**src/rtl/hms_clock_counter.sv**
```systemverilog
// BCD time-of-day counter advanced by a synchronized 1 Hz input, with preset, pause
// and registered active-low 7-segment decode of all six digits.
module hms_clock_counter #(
    parameter int HOUR_MAX   = 23,
    parameter int SYNC_DEPTH = 2
) (
    input  logic       clock50,
    input  logic       reset_n,
    input  logic       clock1,
    input  logic       run,
    input  logic       load,
    input  logic [7:0] ld_hh,
    input  logic [7:0] ld_mm,
    input  logic [7:0] ld_ss,
    output logic [7:0] hh,
    output logic [7:0] mm,
    output logic [7:0] ss,
    output logic       sec_tick,
    output logic       day_wrap,
    output logic       load_err,
    output logic [6:0] hex5,
    output logic [6:0] hex4,
    output logic [6:0] hex3,
    output logic [6:0] hex2,
    output logic [6:0] hex1,
    output logic [6:0] hex0
);

    localparam logic [7:0] HOUR_MAX_BCD = {4'(HOUR_MAX / 10), 4'(HOUR_MAX % 10)};
    localparam logic [6:0] SEG_ZERO     = 7'b1000000;

    logic [SYNC_DEPTH-1:0] sync_q;
    logic                  prev_q;
    logic                  rise;
    logic [7:0]            ss_inc;
    logic [7:0]            mm_inc;
    logic [7:0]            hh_inc;
    logic                  ss_wrap;
    logic                  mm_wrap;
    logic                  hh_wrap;
    logic                  ld_valid;

    function automatic logic [7:0] inc_sixty(input logic [7:0] v);
        logic [7:0] r;
        if (v[3:0] == 4'd9) begin
            r = (v[7:4] == 4'd5) ? 8'h00 : {v[7:4] + 4'd1, 4'd0};
        end else begin
            r = {v[7:4], v[3:0] + 4'd1};
        end
        return r;
    endfunction

    function automatic logic [6:0] seg7(input logic [3:0] d);
        logic [6:0] s;
        case (d)
            4'd0:    s = 7'b1000000;
            4'd1:    s = 7'b1111001;
            4'd2:    s = 7'b0100100;
            4'd3:    s = 7'b0110000;
            4'd4:    s = 7'b0011001;
            4'd5:    s = 7'b0010010;
            4'd6:    s = 7'b0000010;
            4'd7:    s = 7'b1111000;
            4'd8:    s = 7'b0000000;
            4'd9:    s = 7'b0010000;
            default: s = 7'b1111111;
        endcase
        return s;
    endfunction

    // clock1 is treated purely as data; prev_q is the edge-detect history
    always_ff @(posedge clock50 or negedge reset_n) begin
        if (!reset_n) begin
            sync_q <= '0;
            prev_q <= 1'b0;
        end else begin
            sync_q <= {sync_q[SYNC_DEPTH-2:0], clock1};
            prev_q <= sync_q[SYNC_DEPTH-1];
        end
    end

    assign rise = sync_q[SYNC_DEPTH-1] & ~prev_q;

    always_comb begin
        ss_inc  = inc_sixty(ss);
        mm_inc  = inc_sixty(mm);
        hh_wrap = (hh == HOUR_MAX_BCD);
        hh_inc  = 8'h00;
        if (!hh_wrap) begin
            hh_inc = (hh[3:0] == 4'd9) ? {hh[7:4] + 4'd1, 4'd0} : {hh[7:4], hh[3:0] + 4'd1};
        end
        ss_wrap = (ss == 8'h59);
        mm_wrap = (mm == 8'h59);
    end

    // BCD order matches numeric order once each digit is known to be <= 9
    assign ld_valid = (ld_hh[7:4] <= 4'd9) && (ld_hh[3:0] <= 4'd9) &&
                      (ld_mm[7:4] <= 4'd9) && (ld_mm[3:0] <= 4'd9) &&
                      (ld_ss[7:4] <= 4'd9) && (ld_ss[3:0] <= 4'd9) &&
                      (ld_ss <= 8'h59) && (ld_mm <= 8'h59) && (ld_hh <= HOUR_MAX_BCD);

    // load has priority; a rise in the same cycle is dropped, not deferred
    always_ff @(posedge clock50 or negedge reset_n) begin
        if (!reset_n) begin
            hh       <= 8'h00;
            mm       <= 8'h00;
            ss       <= 8'h00;
            sec_tick <= 1'b0;
            day_wrap <= 1'b0;
            load_err <= 1'b0;
        end else begin
            sec_tick <= 1'b0;
            day_wrap <= 1'b0;
            load_err <= 1'b0;
            if (load) begin
                if (ld_valid) begin
                    hh <= ld_hh;
                    mm <= ld_mm;
                    ss <= ld_ss;
                end else begin
                    load_err <= 1'b1;
                end
            end else if (rise && run) begin
                sec_tick <= 1'b1;
                ss       <= ss_inc;
                if (ss_wrap) begin
                    mm <= mm_inc;
                    if (mm_wrap) begin
                        hh       <= hh_inc;
                        day_wrap <= hh_wrap;
                    end
                end
            end
        end
    end

    always_ff @(posedge clock50 or negedge reset_n) begin
        if (!reset_n) begin
            hex5 <= SEG_ZERO;
            hex4 <= SEG_ZERO;
            hex3 <= SEG_ZERO;
            hex2 <= SEG_ZERO;
            hex1 <= SEG_ZERO;
            hex0 <= SEG_ZERO;
        end else begin
            hex5 <= seg7(hh[7:4]);
            hex4 <= seg7(hh[3:0]);
            hex3 <= seg7(mm[7:4]);
            hex2 <= seg7(mm[3:0]);
            hex1 <= seg7(ss[7:4]);
            hex0 <= seg7(ss[3:0]);
        end
    end

endmodule

```
**config.mk**
```make
export PLATFORM = sky130hd
export DESIGN_NAME = hms_clock_counter
export DESIGN_NICKNAME = d
export VERILOG_FILES = /design/src/rtl/hms_clock_counter.sv
export SDC_FILE = /design/constraint.sdc
export NUM_CORES = 1
export LEC_CHECK = 0
export BUFFER_PORTS_ARGS = -buffer_cell sky130_fd_sc_hd__clkbuf_2
export CORE_UTILIZATION = 39
export CTS_CLUSTER_DIAMETER = 50
export DETAILED_ROUTE_END_ITERATION = 8
export PLACE_DENSITY_LB_ADDON = 0.25
export SETUP_SLACK_MARGIN = 0.1
export SYNTH_ARGS = -nofsm -noshare
export SYNTH_HDL_FRONTEND = slang
export SYNTH_SLANG_ARGS = --single-unit
```
**constraint.sdc**
```tcl
create_clock -name clock50 -period 2.9 [get_ports clock50]
set_clock_uncertainty 0.15 [all_clocks]
set_input_delay 0 -clock clock50 [delete_from_list [all_inputs] [get_ports clock50]]
set_output_delay 0 -clock clock50 [all_outputs]
set_load 0.03 [all_outputs]
```
==> Yosys cells after proc, flatten, opt, wreduce, memory -nomap -nowiden <==
Memory sizes are Yosys's and may differ from the RTL's. A register that Yosys moved wholly into a read port is not among the register bits.
Cells that the tools add are included.
Widths: inputs -> output; s select.
{ "totals": {"reg_bits": 30, "romBits": 672, "input_bits": 29, "output_inout_bits": 69, "elab_cells": 96, "memories": 6} }
{ "mem_list": {"columns": ["name", "words", "word_bits", "read_ports", "rd_ports_with_merged_regs", "write_ports", "line", "source"], "rows": [
  ["(no name shown)", 16, 7, 1, 1, 0, "55", "case (d)"],
  ["(no name shown)", 16, 7, 1, 1, 0, "55", null],
  ["(no name shown)", 16, 7, 1, 1, 0, "55", null],
  ["(no name shown)", 16, 7, 1, 1, 0, "55", null],
  ["(no name shown)", 16, 7, 1, 1, 0, "55", null],
  ["(no name shown)", 16, 7, 1, 1, 0, "55", null]
]} }
{ "op_classes": {"add_sub_neg": 6, "order_cmp": 9, "eq_ne": 9, "muxes": 26, "bitwise": 2, "n_reduce_logical": 27} }
{ "ops": {"columns": ["op", "count"], "rows": [
  ["$mux 8", 18],
  ["$add 4x1->4 const B", 6],
  ["$le 4x4->1 const B", 6],
  ["$eq 8x7->1 const B", 2],
  ["$le 8x7->1 const B", 2],
  ["$eq 4x4->1 const B", 3],
  ["$reduce_bool 2->1", 5],
  ["$logic_and 1x1->1", 9],
  ["$eq 4x3->1 const B", 2],
  ["$eq 8x6->1 const B", 1],
  ["$le 8x6->1 const B", 1],
  ["$mux 1", 8],
  ["$reduce_and 4->1", 2],
  ["$logic_not 1->1", 6],
  ["$reduce_and 3->1", 2],
  ["$reduce_and 5->1", 1],
  ["$reduce_bool 3->1", 1],
  ["$ne 2x1->1 const B", 1],
  ["$reduce_and 2->1", 1],
  ["$and 1x1->1", 1],
  ["$not 1->1", 1]
]} }

==> Depth between registers and ports, before layout <==
Gate-level depths: netlist of the first run.
{ "depth": {"word_depth": 11, "ltp_mapped": 8, "ltp_nobuf": 7} }

==> Least setup slack after synthesis of the first run <==
Ideal clock, no wire load.
{ "synth_timing": {"kind": "reg-to-reg", "start": "reg hh[4]", "end": "reg hh[5]", "setup_ps": 125, "arrival_ps": 2118, "required_ps": 2625, "slack_ps": 507, "stages_incl_launch_ff": 9, "n_path_buf": 1, "synth_period_minus_slack_ps": 2393, "path_cell_list": "dfrtp_1 -> inv_1 -> ha_1 -> or3b_1 -> nand4b_4 -> and3_4 -> buf_6 -> a2bb2oi_2 -> mux2_4"} }
{ "synth_via": {"elab_chain_len": 7, "word_cells_on_any_way": 10, "classes_between": "add/sub (1); eq/ne (1); mux (6); reduce/logical (2)"} }
{ "synth_rtl": {"columns": ["item", "line", "source"], "rows": [
  ["start: declaration", "15", "output logic [7:0] hh,"],
  ["start signal: assignment", "117", "hh <= ld_hh;"],
  ["start signal: assignment", "129", "hh <= hh_inc;"],
  ["$add 4x1->4", "90", "hh_inc = (hh[3:0] == 4'd9) ? {hh[7:4] + 4'd1, 4'd0} : {hh[7:4], hh[3:0] + 4'd1};"],
  ["$mux 8", "90", null],
  ["$mux 8", "89", "if (!hh_wrap) begin"],
  ["$mux 8", "128", "if (mm_wrap) begin"],
  ["$mux 8", "126", "if (ss_wrap) begin"],
  ["$mux 8", "123", "end else if (rise && run) begin"],
  ["$mux 8", "115", "if (load) begin"]
]} }
Several ways; a longest one is shown, not always the timed one. The select of a mux whose other input is x is not followed.
A chain may end at the register's enable or synchronous reset.

==> Worst setup path in the final report of the first run <==
{ "layout_timing": {"start": "reg ss[1]", "end": "reg hh[3]"} }
{ "layout_via": {"elab_chain_len": 3} }
{ "layout_rtl": {"columns": ["item", "line", "source"], "rows": [
  ["start: declaration", "17", "output logic [7:0] ss,"],
  ["start signal: assignment", "119", "ss <= ld_ss;"],
  ["start signal: assignment", "125", "ss <= ss_inc;"],
  ["$eq 8x7->1", "92", "ss_wrap = (ss == 8'h59);"],
  ["$reduce_bool 2->1 (no source line)", null, null],
  ["$reduce_and 4->1 (no source line)", null, null]
]} }
No other way between the ends.

==> results.yml, run 1 <==
floorplan:
  dieArea_um2: 10700
  core_area_um2: 9860
  rows: 36
  die_h_um: 103
  design.portCount: 98
  start_util_pct: 40.6
  die_w_um: 103
placed_design:
  dp_hpwl_mm: 7.29
  gp_congestion: 0.857
  placed_cell_area_um2: 4610
  dp_cells: 638
  port_buffers: 97
synth:
  synth_edf_count: 0
  ys_warn_count: 0
  synthCells: 420
  synth_fp_nets: 479
  async_flop_share_pct: 100
  ys_ff_latch: 72
  synthesis.area_um2: 4000
  synth_seq_area_share_pct: 45.2
  yosysUniqueCellTypes: 60
  syn_area_per_cell_um2: 9.52
  ys.flop_type: "dfrtp_1"
worst_setup_path:
  reg2reg_depth: 7
  crit_family: "simple AND/OR/NAND/NOR gates"
  start_kind: "flip-flop"
  max_stage_delay_ps: 460
  crit_fanout: 7
  cp_cell_sequence: "inv_1, ha_1, nand3b_2, nor2_1, nand3_1, nand2b_2, mux2_1"
  worstSetupEndpoint: "hh[3]$_DFFE_PN0P_"
  worst-path-buf-inv: 1
  required_ps: 2980
  r2r_start: "ss[1]$_DFFE_PN0P_"
  cp.depth: 7
  arrival_ps: 2600
  crit_path_end_kind: "flip-flop"
  rrSetupSlack_ps: 380
  cpMaxStageDelayCell: "dfrtp_1"
  r2r-end: "hh[3]$_DFFE_PN0P_"
  crit_type: "reg -> reg"
  startpoint: "ss[1]$_DFFE_PN0P_"
global_routing:
  grt_overflow_total: 0
  grt_start_max_net_pins: 31
  antenna_found_initial: 0
  grt_pass1_wl_mm: 16.5
  grt_pass1_vias: 3376
  grt_usage_pct: 20.3
worst_hold_path:
  holdCritPathClass: "in -> reg"
clocking:
  cts_tree: "yes"
  cts.reportedPaths.clkPinSlew_ps: 80
  clock-root-buffer: "clkbuf_8"
  htreeDepth: 3
  cts_hold_buf: 27
  cts_resized: 0
  insertion_delay_ps: 350
  clock-sinks: 72
  cts_max_path_buffers: 2
  post_cts_buffers: 0
  cts_inserted_buffers: 9
detailed_routing:
  drc: 0
  ant_nets: 0
  first_iter_violations: 150
  vias: 3497
  drtPass1Iterations: 4
  viasPerCell: 5.14
  routed_wl_mm: 10.1
  routedWlPerCell_um: 14.8
cells_and_area:
  fin_area_um2: 5060
  drive_above_1_share_pct: 25.7
  antenna_cells: 0
  fin_util_pct: 51.3
  nFillCells: 922
  mostFrequentLayoutCells: "clkbuf_2, dfrtp_1, nor2_1"
  regArea_um2: 1810
  stdcell_count: 681
  fin_nets: 602
  layout_commonest_cell: "clkbuf_2"
  multiInputGateArea_um2: 2020
  areaGrowthSynthToFinish_pct: 26.5
power:
  leakage_nw: 2.44
  p_per_area_nw_per_um2: 534
  ir_drop_mv: 0.247
  p_total_mw: 2.70
sta:
  fmax_mhz: 397
  tightestPinTransition_ps: 689
  drv_slew: 0
  setup_viol: 0
  hold_viol: 0
  slew_headroom_pct: 54.1
  rsz0062_at_grt: "false"
  final.setup.tns_ps: 0
  period_share_pct: 86.8
  layout_min_cycle_time_ps: 2520
outcome:
  status: "finished clean"
flow_run:
  maxCapViolCount: 0
==> worst min path at each step <==
stage	cells past startpoint	slack [ps]	startpoint	to
final	3	20	load	load_err$_DFF_PN0_
after global placement	1	-60	reset_n	hex1[0]$_DFF_PN0_
after CTS	3	30	load	load_err$_DFF_PN0_
after detailed placement	1	-60	reset_n	hex1[3]$_DFF_PN0_
after global routing	3	70	load	load_err$_DFF_PN0_
after floorplan	0	-450	reset_n	day_wrap$_DFF_PN0_
==> cells in the mapped netlist, types with 2 or more instances <==
library cell	count	area share, %
dfrtp_1	66	41
nor2_1	55	5.2
a21oi_1	47	5.9
ha_1	30	9.4
nand2_1	27	2.5
o21ai_0	26	3.3
inv_1	24	2.3
nand2b_1	12	1.9
clkbuf_1	11	1.0
nand3_1	11	1.4
a31oi_1	9	1.4
a22oi_1	8	1.5
mux2i_1	8	2.0
dfstp_2	6	3.9
nor3_1	6	0.75
or2_2	6	0.94
xor2_1	5	1.1
buf_2	4	0.50
o22ai_1	4	0.63
a32oi_1	3	0.66
and3b_1	3	0.66
o2bb2ai_1	3	0.66
o31ai_1	3	0.56
a221o_1	2	0.50
nand3b_2	2	0.56
nand4_1	2	0.31
nor2b_1	2	0.31
nor4_1	2	0.31
o21a_1	2	0.38
==> state kept, by name (all words and copies together), names as in the netlist, 2 cells and up <==
| register | cells |
|---|---|
| ss | 8 |
| hex0 | 7 |
| hex5 | 7 |
| sync_q | 2 |
| hex2 | 7 |
| hh | 8 |
| hex3 | 7 |
| hex4 | 7 |
| hex1 | 7 |
| mm | 8 |
==> cells by family (layout without fill, tap and decap cells) <==
group,count (synthesis),after routing,share of synthesized area [%]
and+or+nand+nor,141,141,19.0
AOI/OAI and AO/OA,119,119,18.2
DFF,72,72,45.2
buffers and inverters,42,170,4.25
adders and majority gates,30,30,9.38
muxes,10,10,2.66
xor gates and xnor gates,6,6,1.31
==> metal layers <==
layer | up-vias | routed length [um] | track usage, %
met5 | - | 0 | 0
met4 | 0 | 165 | 8.45
met3 | 15 | 535 | 3.76
met2 | 94 | 4680 | 32.2
met1 | 1664 | 4700 | 27.4
li1 | 1724 | - | -
==> area by class of cell <==
class | instances | share of cell area, %
inverters | 25 | 1.85
flip-flops and latches | 72 | 35.8
clock buffers | 13 | 3.14
multi-input cells | 306 | 39.9
repair buffers | 129 | 15.7
well taps | 133 | 3.29
clock inverters | 3 | 0.346
==> worst min-delay path, delay by kind of cell <==
family	cells	cell delay, ps
buffers and inverters	2	310
AND/OR/NAND/NOR	1	170
==> power breakdown <==
group          switching [mW]  leakage [nW]  internal [mW]
clock                   0.374        0.0894          0.355
combinational           0.506          1.51          0.246
sequential             0.0899         0.831           1.13
total                   0.970          2.44           1.73
==> stage by stage <==
stage	hold slack [ps]	setup WS [ps]
5_1_grt	72.5	196
4_1_cts	32.5	385
3_5_place_dp	-57.8	416
2_1_floorplan	-446	507
3_3_place_gp	-57.6	515
6_report	24.8	383
Power figures use the tool's default switching activity.
==> inputs of run 2 (changes only) <==
--- a/config.mk
+++ b/config.mk
@@ -10,6 +10,7 @@
 export CTS_CLUSTER_DIAMETER = 50
 export DETAILED_ROUTE_END_ITERATION = 8
 export PLACE_DENSITY_LB_ADDON = 0.25
+export RECOVER_POWER = 50
 export SETUP_SLACK_MARGIN = 0.1
 export SYNTH_ARGS = -nofsm -noshare
 export SYNTH_HDL_FRONTEND = slang
==> results.yml, run 2 (synthesized netlist as in run 1, its figures left out) <==
worst_setup_path:
  reg2reg_depth: 7
  crit_type: "reg -> reg"
  start_kind: "flip-flop"
  worst-path-buf-inv: 1
  r2r_start: "ss[1]$_DFFE_PN0P_"
  crit_fanout: 7
  required_ps: 2980
  crit_family: "simple AND/OR/NAND/NOR gates"
  arrival_ps: 2600
  rrSetupSlack_ps: 380
  max_stage_delay_ps: 460
  cp_cell_sequence: "inv_1, ha_1, nand3b_2, nor2_1, nand3_1, nand2b_2, mux2_1"
  r2r-end: "hh[3]$_DFFE_PN0P_"
  crit_path_end_kind: "flip-flop"
  cpMaxStageDelayCell: "dfrtp_1"
worst_hold_path:
  holdCritPathClass: "in -> reg"
  holdPathEnd: "load_err$_DFF_PN0_"
  hold_path_depth: 3
  hold_start: "load"
global_routing:
  grt_use_met3_pct: 3.76
  antenna_found_initial: 0
  grt_pass1_wl_mm: 16.5
  grt_usage_pct: 20.3
  grt_pass1_vias: 3376
  grt_start_max_net_pins: 31
  top_usage_layer: "met2"
  grt_overflow_total: 0
  use_met2_pct: 32.2
  use_met1_pct: 27.4
clocking:
  clock-root-buffer: "clkbuf_8"
  cts_tree: "yes"
  cts_max_path_buffers: 2
  insertion_delay_ps: 350
  cts_inserted_buffers: 9
  post_cts_buffers: 0
  cts.reportedPaths.clkPinSlew_ps: 80
  htreeDepth: 3
  clock-sinks: 72
placed_design:
  dpl_worst_slack_ps: 416
  placed_cell_area_um2: 4610
  gp_congestion: 0.857
  dp_hpwl_mm: 7.29
  dp_cells: 638
  port_buffers: 97
power:
  leakage_nw: 2.26
  p_total_mw: 2.67
  p_per_area_nw_per_um2: 536
  ir_drop_mv: 0.246
cells_and_area:
  reg_top3: "hh (8), mm (8), ss (8)"
  fin_area_um2: 4980
  fin_nets: 602
  mostFrequentLayoutCells: "dfrtp_1, clkbuf_1, nor2_1"
  layout_commonest_cell: "dfrtp_1"
  drive_above_1_share_pct: 15.1
  antenna_cells: 0
  fin_util_pct: 50.5
  nFillCells: 948
  areaGrowthSynthToFinish_pct: 24.6
  stdcell_count: 681
detailed_routing:
  routedWlPerCell_um: 14.9
  drc: 0
  viasPerCell: 5.22
  routed_wl_mm: 10.2
  ant_nets: 0
  first_iter_violations: 129
  vias: 3553
  drtPass1Iterations: 5
floorplan:
  dieArea_um2: 10700
  start_util_pct: 40.6
  design.portCount: 98
  die_w_um: 103
  core_area_um2: 9860
  die_h_um: 103
  rows: 36
sta:
  period_share_pct: 86.9
  tightestPinTransition_ps: 1690
  drv_slew: 31
  hold_viol: 0
  slew_headroom_pct: -12.5
  setup_viol: 0
  fin_ws_ps: 379
  final.setup.tns_ps: 0
  holdWs_ps: 33.3
  fmax_mhz: 397
  layout_min_cycle_time_ps: 2520
  rsz0062_at_grt: "false"
flow_run:
  maxCapViolCount: 1
outcome:
  status: "finished, violations left"
  violations: "capacitance limit, slew limit"
[run 2: cell count changes in the layout (fill, tap and decap cells not counted), sizes merged]
cell    change
buf         -2
clkbuf      +2
[run 2: layout make-up]
class | instances | area (um^2) | area share [%]
Clock inverter | 3 | 17.5 | 0.351
Timing Repair Buffer | 129 | 718 | 14.4
Sequential cell | 72 | 1810 | 36.3
Tap cell | 133 | 166 | 3.34
Multi-Input combinational cell | 306 | 2020 | 40.5
Clock buffer | 13 | 159 | 3.19
Inverter | 25 | 93.8 | 1.88
[run 2: worst max path at each step]
stage | startpoint | endpoint | slack (ps) | cells after the start
2_1_floorplan | hh[4]$_DFFE_PN0P_ | hh[5]$_DFFE_PN0P_ | 510 | 8
3_3_place_gp | mm[1]$_DFFE_PN0P_ | hh[5]$_DFFE_PN0P_ | 520 | 7
3_5_place_dp | mm[1]$_DFFE_PN0P_ | hh[5]$_DFFE_PN0P_ | 420 | 7
4_1_cts | mm[1]$_DFFE_PN0P_ | hh[5]$_DFFE_PN0P_ | 380 | 7
5_1_grt | ss[1]$_DFFE_PN0P_ | hh[3]$_DFFE_PN0P_ | 200 | 7
6_report | ss[1]$_DFFE_PN0P_ | hh[3]$_DFFE_PN0P_ | 380 | 7
[run 2: repair_timing]
action / in CTS / in global routing
hold endpoints to repair: 53 / 0
hold buffers: 27 / 0
gates resized for setup: 0 / 0
[run 2: per-layer routing]
metal,share of wire (%),up-vias,wire [um]
met5,0,-,0
met4,1.0,0,106
met3,5.8,13,593
met2,47,121,4760
met1,46,1693,4700
li1,-,1726,-
[run 2: worst reg2reg max path, delay by kind of cell, from the launching register on]
| family | cells | cell delay, ps |
|---|---|---|
| adders and majority gates | 1 | 240 |
| buffers and inverters | 1 | 190 |
| DFF | 1 | 460 |
| muxes | 1 | 330 |
| and+or+nand+nor | 4 | 1030 |
[run 2: power breakdown]
| group | total (mW) | internal [mW] | switching, mW |
|---|---|---|---|
| registers | 1.22 | 1.13 | 0.0886 |
| logic | 0.726 | 0.218 | 0.508 |
| clock network | 0.730 | 0.355 | 0.374 |
